**config.mk**
```make
export PLATFORM = sky130hd
export DESIGN_NAME = parity_counter_seq_flat
export DESIGN_NICKNAME = d
export VERILOG_FILES = /design/src/rtl/parity_counter_seq_if.sv /design/src/rtl/parity_counter_seq.sv /design/src/flat_wrapper.sv
export SDC_FILE = /design/constraint.sdc
export NUM_CORES = 1
export LEC_CHECK = 0
export BUFFER_PORTS_ARGS = -buffer_cell sky130_fd_sc_hd__buf_2
export CAP_MARGIN = 15
export CORE_UTILIZATION = 50
export CTS_BUF_LIST = sky130_fd_sc_hd__clkbuf_8
export CTS_CLUSTER_SIZE = 30
export DETAILED_ROUTE_END_ITERATION = 8
export PLACE_DENSITY_LB_ADDON = 0.08
export REMOVE_ABC_BUFFERS = 1
export SYNTH_ARGS = -nofsm -noshare
export SYNTH_HDL_FRONTEND = slang
export SYNTH_SLANG_ARGS = --single-unit
```
**constraint.sdc**
```tcl
create_clock -name clk -period 2.25 [get_ports clk]
set_input_delay 0.3375 -clock clk [delete_from_list [all_inputs] [get_ports clk]]
set_output_delay 0.3375 -clock clk [all_outputs]
set_load 0.01 [all_outputs]
```
**src/rtl/parity_counter_seq_if.sv**
```systemverilog
`default_nettype none
// ---------------------------------------------------------------------------
// parity_counter_seq_if : word-in / result-out valid-ready bundle  (rev 1.0)
// ---------------------------------------------------------------------------
interface parity_counter_seq_if #(
  parameter int DATA_W = 7
) ();
  logic              in_valid;
  logic              in_ready;
  logic [DATA_W-1:0] in_data;
  logic [1:0]        in_mode;
  logic              out_valid;
  logic              out_ready;
  logic [DATA_W:0]   out_data;
  logic              out_bit;

  modport master (
    output in_valid, in_data, in_mode, out_ready,
    input  in_ready, out_valid, out_data, out_bit
  );

  modport slave (
    input  in_valid, in_data, in_mode, out_ready,
    output in_ready, out_valid, out_data, out_bit
  );
endinterface
`default_nettype wire

```
**src/rtl/parity_counter_seq.sv**
```systemverilog
`default_nettype none
// ---------------------------------------------------------------------------
// parity_counter_seq : bit-serial majority/parity bit inserter  (rev 1.0)
// ---------------------------------------------------------------------------
module parity_counter_seq #(
  parameter int DATA_W  = 7,
  parameter int INS_POS = 4,
  parameter int CNT_W   = 8
) (
  input  logic               clk,
  input  logic               rst_n,
  parity_counter_seq_if.slave bus,
  output logic               busy,
  output logic [CNT_W-1:0]   word_cnt
);
  localparam int ONES_W = $clog2(DATA_W + 1);
  localparam int IDX_W  = (DATA_W > 1) ? $clog2(DATA_W) : 1;

  typedef enum logic [1:0] {
    IDLE  = 2'd0,
    COUNT = 2'd1,
    DONE  = 2'd2
  } state_t;

  state_t              state;
  logic [DATA_W-1:0]   data_q;
  logic [1:0]          mode_q;
  logic [ONES_W-1:0]   ones;
  logic [IDX_W-1:0]    idx;
  logic                in_ready_q;
  logic                out_valid_q;
  logic                out_bit_q;
  logic [DATA_W:0]     out_data_q;
  logic                busy_q;
  logic [CNT_W-1:0]    cnt_q;

  logic [ONES_W-1:0]   ones_final;
  logic [ONES_W:0]     ones_x2;
  logic                zeros_win;
  logic                ins_bit;
  logic [DATA_W:0]     ins_word;

  // zeros > ones  <=>  2*ones < DATA_W, which avoids a subtraction
  always_comb begin
    ones_final = ones + ONES_W'(data_q[idx]);
    ones_x2    = {ones_final, 1'b0};
    zeros_win  = (ones_x2 < (ONES_W + 1)'(DATA_W));
    ins_bit    = 1'b0;
    unique case (mode_q)
      2'b00:   ins_bit = zeros_win;
      2'b01:   ins_bit = ~zeros_win;
      2'b10:   ins_bit = ones_final[0];
      2'b11:   ins_bit = ~ones_final[0];
      default: ins_bit = 1'b0;
    endcase
  end

  for (genvar i = 0; i <= DATA_W; i++) begin : g_ins
    if (i < INS_POS) begin : g_low
      assign ins_word[i] = data_q[i];
    end else if (i == INS_POS) begin : g_bit
      assign ins_word[i] = ins_bit;
    end else begin : g_high
      assign ins_word[i] = data_q[i-1];
    end
  end

  always_ff @(posedge clk or negedge rst_n) begin
    if (!rst_n) begin
      state       <= IDLE;
      data_q      <= '0;
      mode_q      <= 2'b00;
      ones        <= '0;
      idx         <= '0;
      in_ready_q  <= 1'b1;
      out_valid_q <= 1'b0;
      out_bit_q   <= 1'b0;
      out_data_q  <= '0;
      busy_q      <= 1'b0;
      cnt_q       <= '0;
    end else begin
      unique case (state)
        IDLE: begin
          if (bus.in_valid) begin
            data_q     <= bus.in_data;
            mode_q     <= bus.in_mode;
            ones       <= '0;
            idx        <= '0;
            in_ready_q <= 1'b0;
            busy_q     <= 1'b1;
            state      <= COUNT;
          end
        end
        COUNT: begin
          ones <= ones_final;
          idx  <= idx + IDX_W'(1);
          if (idx == IDX_W'(DATA_W - 1)) begin
            out_data_q  <= ins_word;
            out_bit_q   <= ins_bit;
            out_valid_q <= 1'b1;
            state       <= DONE;
          end
        end
        DONE: begin
          if (bus.out_ready) begin
            cnt_q       <= cnt_q + CNT_W'(1);
            out_valid_q <= 1'b0;
            in_ready_q  <= 1'b1;
            busy_q      <= 1'b0;
            state       <= IDLE;
          end
        end
        default: begin
          out_valid_q <= 1'b0;
          in_ready_q  <= 1'b1;
          busy_q      <= 1'b0;
          state       <= IDLE;
        end
      endcase
    end
  end

  assign bus.in_ready  = in_ready_q;
  assign bus.out_valid = out_valid_q;
  assign bus.out_data  = out_data_q;
  assign bus.out_bit   = out_bit_q;
  assign busy          = busy_q;
  assign word_cnt      = cnt_q;
endmodule
`default_nettype wire

```
**src/flat_wrapper.sv**
```systemverilog
// flat-port wrapper written by rule: the top's interface ports become plain ports
module parity_counter_seq_flat 
#(
  parameter int DATA_W  = 7,
  parameter int INS_POS = 4,
  parameter int CNT_W   = 8
)
  (clk, rst_n, busy, word_cnt, bus_in_valid, bus_in_data, bus_in_mode, bus_out_ready, bus_in_ready, bus_out_valid, bus_out_data, bus_out_bit);
  parity_counter_seq_if #(.DATA_W(DATA_W)) bus_i ();
  input  logic clk;
  input  logic rst_n;
  output logic busy;
  output logic [CNT_W-1:0] word_cnt;
  input wire logic [$bits(bus_i.in_valid)-1:0] bus_in_valid;
  input wire logic [$bits(bus_i.in_data)-1:0] bus_in_data;
  input wire logic [$bits(bus_i.in_mode)-1:0] bus_in_mode;
  input wire logic [$bits(bus_i.out_ready)-1:0] bus_out_ready;
  output wire logic [$bits(bus_i.in_ready)-1:0] bus_in_ready;
  output wire logic [$bits(bus_i.out_valid)-1:0] bus_out_valid;
  output wire logic [$bits(bus_i.out_data)-1:0] bus_out_data;
  output wire logic [$bits(bus_i.out_bit)-1:0] bus_out_bit;
  assign bus_i.in_valid = bus_in_valid;
  assign bus_i.in_data = bus_in_data;
  assign bus_i.in_mode = bus_in_mode;
  assign bus_i.out_ready = bus_out_ready;
  assign bus_in_ready = bus_i.in_ready;
  assign bus_out_valid = bus_i.out_valid;
  assign bus_out_data = bus_i.out_data;
  assign bus_out_bit = bus_i.out_bit;
  parity_counter_seq #(.DATA_W(DATA_W), .INS_POS(INS_POS), .CNT_W(CNT_W)) u_core (.clk(clk), .rst_n(rst_n), .bus(bus_i), .busy(busy), .word_cnt(word_cnt));
endmodule
```
; ---- Word-level counts from Yosys, hierarchy flattened
; Cells that the tools add are included.
[word_totals]
reg_bits = 37
latch_bits = 0
ramBits = 0
mem_bits_ro = 0
input_bits = 13
wordCells = 57
n_memories = 0
[op_classes]
addsub = 3
mul = 0
div_mod_pow = 0
n_lt_le_gt_ge = 2
n_eq_ne = 9
shifts = 0
muxes = 18
n_bitwise = 4
n_reduce_logical = 10
[op_table]
columns = cell, count
row1 = case mux 3 bit (2 select lines), 2
row2 = case mux 1 bit (3 select lines), 3
row3 = AND reduction 3 bit, 3
row4 = adder 8 x 1 -> 8 bit (second input constant), 1
row5 = AND reduction 2 bit, 4
row6 = equality test 2 bit (second input constant), 3
row7 = two-way mux 1 bit, 6
row8 = two-way mux 2 bit, 3
row9 = case mux 2 bit (3 select lines), 1
row10 = equality test 2 x 1 -> 1 bit (second input constant), 2
row11 = zero test 2 bit, 2
row12 = less-than comparator 3 x 4 -> 1 bit (second input constant), 1
row13 = less-than comparator 4 x 3 -> 1 bit (second input constant), 1
row14 = != test 2 bit (second input constant), 2
row15 = NOT 1 bit, 4
row16 = case mux 1 bit (4 select lines), 1
row17 = adder 3 x 1 -> 3 bit, 1
row18 = adder 3 x 1 -> 3 bit (second input constant), 1
row19 = binary-select mux 1 bit (select 3 bit), 1
row20 = equality test 3 bit (second input constant), 1
row21 = two-way mux 3 bit, 1
row22 = != test 2 x 1 -> 1 bit (second input constant), 1
row23 = nonzero test 2 bit, 1

; ---- Depth between registers and ports, before layout
; Gate-level depths: netlist of the first run.
[logic_depth]
ltp_word = 6
depth_mapped = 9

; ---- Least setup slack after synthesis of the first run
; OpenSTA, ideal clock, no wires.
[synth_path]
path_type = flip-flop to flip-flop
startpoint = register u_core.idx[0]
endpoint = register u_core.out_data_q[4] (netlist: u_core.bus.out_data[4])
setup_ps = 126
t_arrival_ps = 2088
required_ps = 2124
setup_slack_ps = 36
path_stages_with_launch = 9
period_less_slack_ps = 2214
cell_sequence = dfrtp_1 -> mux4_1 -> nor2_1 -> a31oi_1 -> ha_1 -> ha_1 -> xor2_1 -> o2111a_1 -> a221o_1
[synth_via]
elab_chain_len = 6
word_cells_on_any_way = 9
[synth_rtl]
columns = element, line_no
row1 = start: declaration, parity_counter_seq.sv:29  ; logic [IDX_W-1:0] idx;
row2 = start signal: assignment, parity_counter_seq.sv:96  ; idx <= idx + IDX_W'(1);
row3 = binary-select mux 1 bit (select 3 bit), parity_counter_seq.sv:45  ; ones_final = ones + ONES_W'(data_q[idx]);
row4 = two-way mux 1 bit (implied by the code), parity_counter_seq.sv:45
row5 = adder 3 x 1 -> 3 bit, parity_counter_seq.sv:45
row6 = less-than comparator 4 x 3 -> 1 bit, parity_counter_seq.sv:47  ; zeros_win = (ones_x2 < (ONES_W + 1)'(DATA_W));
row7 = NOT 1 bit, parity_counter_seq.sv:51  ; 2'b01: ins_bit = ~zeros_win;
row8 = case mux 1 bit (4 select lines), parity_counter_seq.sv:49  ; unique case (mode_q)
row9 = end signal: assignment, parity_counter_seq.sv:98  ; out_data_q <= ins_word;
row10 = end: declaration, parity_counter_seq.sv:33  ; logic [DATA_W:0] out_data_q;
; Several ways; a longest one is shown, not always the timed one. The select of a mux whose other input is x is not followed.
; A chain may end at the register's enable or synchronous reset.

; ---- Worst setup path after layout of the first run
; Ends and elaborated chain as after synthesis.

==> results.json, run 1 <==
{
  "outcome": "finished, final reports clean",
  "required_ns": 2.42,
  "rsz0062_at_grt": "yes",
  "ys_top_cells_by_area": "dfrtp_1 53%, nand2_1 6.8%, mux2_1 6.1%",
  "ys_warn_count": 0,
  "cpPeakStageDelay_ns": 0.53,
  "synth-seq-cells": 36,
  "postSynthCellCount": 142,
  "start_util_pct": 53.6,
  "seq_area_frac_synth_pct": 54.3,
  "drt_iter0_drc": 68,
  "fin_crit_sh_pct": 96.2,
  "hp-class": "primary input to asynchronous set/reset pin",
  "cp.arrival_ns": 2.33,
  "syn_area_sq_um": 1660,
  "antenna_found_initial": 0,
  "period_minus_slack_ns": 2.16,
  "postRouteAntennaNets": 0,
  "core_sq_um": 3100,
  "worstMarginPinSlew_ns": 0.770,
  "p_int_mw": 1.64,
  "post-route-cell-area_sq_um": 1950,
  "die_h_um": 59.7,
  "multi_input_area_sq_um": 704,
  "grt-ovfl-total": 0,
  "wl_per_cell_um": 13.6,
  "crit_type": "register to register",
  "syn_avg_cell_area_sq_um": 11.7,
  "yosysTopAreaCell": "dfrtp_1",
  "grt_pass1_vias": 1066,
  "clock-sinks": 36,
  "setup-tns-final_ns": 0,
  "ir_drop_mv": 0.690,
  "die-area_sq_um": 3560,
  "place_congestion": 0.729,
  "comb_power_share_pct": 37.0,
  "path_cells": "mux4_2 > nor2_2 > a31oi_1 > ha_2 > ha_4 > xor2_1 > o2111a_1 > a221o_1",
  "drt-vias-per-instance": 5.06,
  "clkPwrFrac_pct": 17.9,
  "slowest_stage": "mux4_2",
  "start_kind": "register",
  "die_width_um": 59.7,
  "p_sw_share_pct": 35.2,
  "powerDensity_nw_per_um2": 1300,
  "hold_viol": 0,
  "fmaxAchievable_mhz": 462,
  "ctsRootBufferMaster": "clkbuf_8",
  "clkSlewWorstSetupHoldPaths_ns": 0.07,
  "synth.top_cell.area_share_pct": 52.7,
  "antennaDiodeCount": 0,
  "fill_cells": 291,
  "firstDrtPassIters": 4,
  "p_switching_mw": 0.889,
  "cp-end-kind": "register",
  "seq_power_share_pct": 45.1,
  "ff_latch_area_sq_um": 902,
  "final_cell_mix": "35 x dfrtp_1, 32 x buf_2, 30 x nand2_1",
  "drive_gt1_share_pct": 29.2,
  "cts_max_path_buffers": 2,
  "leakage_nw": 1.00,
  "finalSetupViolCount": 0,
  "io_pins": 33,
  "grt_pass1_wl_um": 5060,
  "place_area_sq_um": 1840,
  "synth_cell_types": 35,
  "drv_slew": 0,
  "finClkSkew_ns": 0.00502,
  "cts_tree": "yes",
  "cts_buffers": 5,
  "num_vias": 1123,
  "htree_levels": 2,
  "num_rows": 20,
  "final_common_cell": "dfrtp_1",
  "grt_start_max_net_pins": 37,
  "clock_latency_ns": 0.28,
  "slew_headroom_pct": 48.6,
  "fin_nets": 195,
  "drc": 0,
  "syn2layout_area_growth_pct": 17.0,
  "wirelength_um": 3020,
  "post-route-util_pct": 62.7,
  "drv_cap": 0,
  "hpwl_um": 2040,
  "track_usage_pct": 20.1,
  "port_buffers": 32,
  "cp_max_fo": 3
}
per-layer routing:
metal  vias to the layer above  global-route usage, %  part of all wire (%)
met5                         -                      0                     0
met4                         0                   6.98                  0.56
met3                         2                   7.14                   3.6
met2                        23                   30.0                    48
met1                       541                   27.1                    48
li1                        557                      -                     -
what timing repair did:
action / CTS / global route
endpoints found under the setup margin: 1 / 1
gates resized for setup: 1 / 4
hold buffers: 0 / 0
buffers inserted: 0 / 0
sequential cells by signal, summed over array words and instances, names as in the netlist:
name / flops
u_core.bus.in_ready: 1
u_core.ones: 3
u_core.state: 2
u_core.idx: 3
u_core.busy: 1
u_core.word_cnt: 8
u_core.data_q: 7
u_core.mode_q: 2
u_core.bus.out_data: 8
u_core.bus.out_valid: 1
cell type report:
class                      instances  area share [%]
multi-input combinational         96            36.2
sequential                        36            46.4
tap                               44            2.83
inverter                           3           0.579
clock buffer                       6            4.24
timing repair buffer              35            9.39
clock inverter                     2           0.386
worst paths after layout:
check / startpoint / slack [ns] / endpoint / depth (start not counted)
setup reg to reg: u_core.idx[0]$_DFFE_PN0P_ / 0.09 / u_core.bus.out_data[4]$_DFFE_PN0P_ / 8
min in group clk: bus_in_mode[1] / 0.27 / u_core.mode_q[1]$_DFFE_PN0P_ / 2
hold reg to reg: u_core.word_cnt[7]$_DFFE_PN0P_ / 0.47 / u_core.word_cnt[7]$_DFFE_PN0P_ / 1
setup / recovery: u_core.idx[0]$_DFFE_PN0P_ / 0.09 / u_core.bus.out_data[4]$_DFFE_PN0P_ / 8
max in group asynchronous: rst_n / 1.63 / u_core.data_q[1]$_DFFE_PN0P_ / 1
hold / removal: rst_n / 0.13 / u_core.word_cnt[7]$_DFFE_PN0P_ / 1
synth_stat cells (all sizes together):
library cell	instances
dfrtp	35
nand2	30
mux2	12
buf	7
o21ai	6
ha	5
nor2	5
xnor2	5
nor2b	4
a22o	3
and3	3
inv	3
xor2	3
a31oi	2
nand2b	2
nand4	2
a21oi	1
a221o	1
and3b	1
and4	1
and4b	1
dfstp	1
mux4	1
nand3b	1
nand4b	1
nor3b	1
o2111a	1
o21a	1
o21bai	1
o22a	1
o22ai	1
cells by family (layout without fill, tap and decap cells):
logic type	count (synthesis)	after routing	share of synthesized area (%)
compound gates	18	18	7.83
xor+xnor	8	8	4.21
fa+ha+maj	5	5	3.76
buf+inv	10	46	4.21
flops	36	36	54.3
mux	13	13	9.71
simple gates	52	52	16.0
critical path, delay by kind of cell (launching register included):
| kind | cells | cell delay, ns |
|---|---|---|
| multiplexers | 1 | 0.53 |
| AO/OA/AOI/OAI | 3 | 0.53 |
| XOR/XNOR | 1 | 0.16 |
| flip-flops | 1 | 0.37 |
| AND/OR/NAND/NOR | 1 | 0.10 |
| adder cells (fa/ha/maj) | 2 | 0.38 |
power by group through the flow:
| stage | Clock, mW | Combinational, mW | Sequential (mW) |
|---|---|---|---|
| 6_report | 0.453 | 0.934 | 1.14 |
| 5_1_grt | 0.499 | 1.07 | 1.18 |
| 4_1_cts | 0.470 | 0.916 | 1.13 |
| 3_5_place_dp | 0 | 0.907 | 1.13 |
| 3_3_place_gp | 0 | 0.864 | 1.12 |
| 2_1_floorplan | 0 | 0.549 | 1.15 |
through the flow:
step	power, mW	worst slack, ns	cells	hold slack (ns)
floorplan	1.70	0.0358	135	0.0419
global placement	1.98	0.0525	214	0.450
detailed placement	2.04	-0.0132	214	0.457
CTS	2.51	0.0148	222	0.147
global route	2.74	-0.00858	222	0.189
finish	2.53	0.0865	222	0.129
No activity file was read; power rests on OpenSTA's default activity.
==> run 2, diff against run 1 <==
PLACE_DENSITY_LB_ADDON = 0.2   (was 0.08)
==> run 2 against run 1 <==
Effect of this change: register-to-register slack about the same; combinational power increased by 0.7%; first-iteration DRC count decreased by 54%; sequential cell count unchanged; critical endpoint unchanged; largest cell class unchanged; largest power group unchanged.
==> results.json, run 2 (synthesis gave the netlist of run 1 again) <==
{
  "outcome": "finished, final reports clean",
  "hp-class": "primary input to asynchronous set/reset pin",
  "finalSetupViolCount": 0,
  "die_h_um": 59.7,
  "worstMarginPinSlew_ns": 0.766,
  "post-route-util_pct": 62.7,
  "reg2reg_depth": 8,
  "period_minus_slack_ns": 2.16,
  "place_congestion": 0.762,
  "syn2layout_area_growth_pct": 17.0,
  "setup-tns-final_ns": 0,
  "drive_gt1_share_pct": 29.2,
  "core_sq_um": 3100,
  "track_usage_pct": 20.6,
  "powerDensity_nw_per_um2": 1300,
  "r2r-end": "u_core.bus.out_data[4]$_DFFE_PN0P_",
  "cts_buffers": 5,
  "met3_length_um": 102,
  "r2r_slack_ns": 0.09,
  "postRouteAntennaNets": 0,
  "antennaDiodeCount": 0,
  "firstDrtPassIters": 3,
  "hold_viol": 0,
  "cp_max_fo": 3,
  "io_pins": 33,
  "r2r_start": "u_core.data_q[0]$_DFFE_PN0P_",
  "hpwl_um": 2180,
  "cp.arrival_ns": 2.32,
  "dr_wl_met2_um": 1520,
  "drt-vias-per-instance": 5.11,
  "fin_ws_ns": 0.0926,
  "fin_nets": 195,
  "crit_path_end": "u_core.bus.out_data[4]$_DFFE_PN0P_",
  "final_cell_mix": "35 x dfrtp_1, 32 x buf_2, 30 x nand2_1",
  "drv_cap": 0,
  "slowest_stage": "mux4_2",
  "die-area_sq_um": 3560,
  "rsz0062_at_grt": "yes",
  "wl_per_cell_um": 13.8,
  "slew_headroom_pct": 48.9,
  "drt_iter0_drc": 31,
  "num_rows": 20,
  "drv_slew": 0,
  "cts_setup_buffers": 0,
  "final_common_cell": "dfrtp_1",
  "fin_crit_sh_pct": 95.9,
  "cts_tree": "yes",
  "required_ns": 2.42,
  "leakage_nw": 1.00,
  "grt_start_max_net_pins": 37,
  "critical_path.top_delay_family": "compound AO/OA/AOI/OAI gates",
  "htree_levels": 2,
  "crit_type": "register to register",
  "path_cells": "mux4_2 > nor2_2 > a31oi_1 > ha_2 > ha_4 > xor2_1 > o2111a_1 > a221o_1",
  "grt_pass1_wl_um": 5310,
  "drc": 0,
  "pre_cts_ws_ns": -0.00508,
  "cts_max_path_buffers": 2,
  "clkSlewWorstSetupHoldPaths_ns": 0.07,
  "die_width_um": 59.7,
  "start_util_pct": 53.6,
  "wirelength_um": 3060,
  "antenna_found_initial": 0,
  "port_buffers": 32,
  "fmaxAchievable_mhz": 464,
  "finClkSkew_ns": 0.00616,
  "drt-met1-wl_um": 1420,
  "clock-sinks": 36,
  "num_vias": 1134,
  "crit_buf_inv": 0,
  "grt-ovfl-total": 0,
  "grt_pass1_vias": 1180,
  "fill_cells": 266,
  "cpPeakStageDelay_ns": 0.47,
  "ctsRootBufferMaster": "clkbuf_8",
  "ir_drop_mv": 0.594,
  "crit_path_start": "u_core.data_q[0]$_DFFE_PN0P_",
  "clock_latency_ns": 0.28,
  "cp-end-kind": "register",
  "cp.depth": 8,
  "holdBufCountCts": 0,
  "start_kind": "register",
  "top_layer_used": "met4"
}
## run 2: how the worst min path moves through the flow
| stage | end | slack, ns |
|---|---|---|
| final | u_core.ones[0]$_DFFE_PN0P_ | 0.13 |
| after global routing | u_core.word_cnt[1]$_DFFE_PN0P_ | 0.19 |
| after CTS | u_core.ones[0]$_DFFE_PN0P_ | 0.16 |
| after detailed placement | u_core.word_cnt[7]$_DFFE_PN0P_ | 0.46 |
| after global placement | u_core.word_cnt[7]$_DFFE_PN0P_ | 0.45 |
| after floorplan | u_core.bus.out_data[0]$_DFFE_PN0P_ | 0.04 |
## run 2: per-stage QoR
stage / area, sq um / hold WS (ns) / std cells / total power, mW
3_5_place_dp: 1840 / 0.457 / 214 / 2.05
4_1_cts: 1930 / 0.159 / 222 / 2.51
6_report: 1950 / 0.134 / 222 / 2.53
3_3_place_gp: 1840 / 0.452 / 214 / 1.98
2_1_floorplan: 1600 / 0.0419 / 135 / 1.70
5_1_grt: 1950 / 0.195 / 222 / 2.72
## run 2: final cells by class
type	count	area, sq um	share of cell area, %
Inverter	3	11.3	0.579
Tap cell	44	55.1	2.83
Clock inverter	2	7.51	0.386
Sequential cell	36	902	46.4
Multi-Input combinational cell	96	704	36.2
Timing Repair Buffer	35	183	9.39
Clock buffer	6	82.6	4.24
## run 2: report_power, final
part | switching, mW | internal, mW | leakage (nW)
Combinational | 0.451 | 0.489 | 0.499
Clock | 0.209 | 0.240 | 0.0538
Sequential | 0.229 | 0.907 | 0.449
## run 2: layer usage
metal / GRT usage (%) / vias to the layer above
met4: 9.30 / 0
li1: - / 556
met5: 0 / -
met2: 34.0 / 24
met1: 25.8 / 552
met3: 4.98 / 2
## run 2: timing repair
action,4_1_cts,5_1_grt
pin swaps,1,1
gates resized for setup,1,4
endpoints found under the setup margin,1,1
gates cloned,0,0
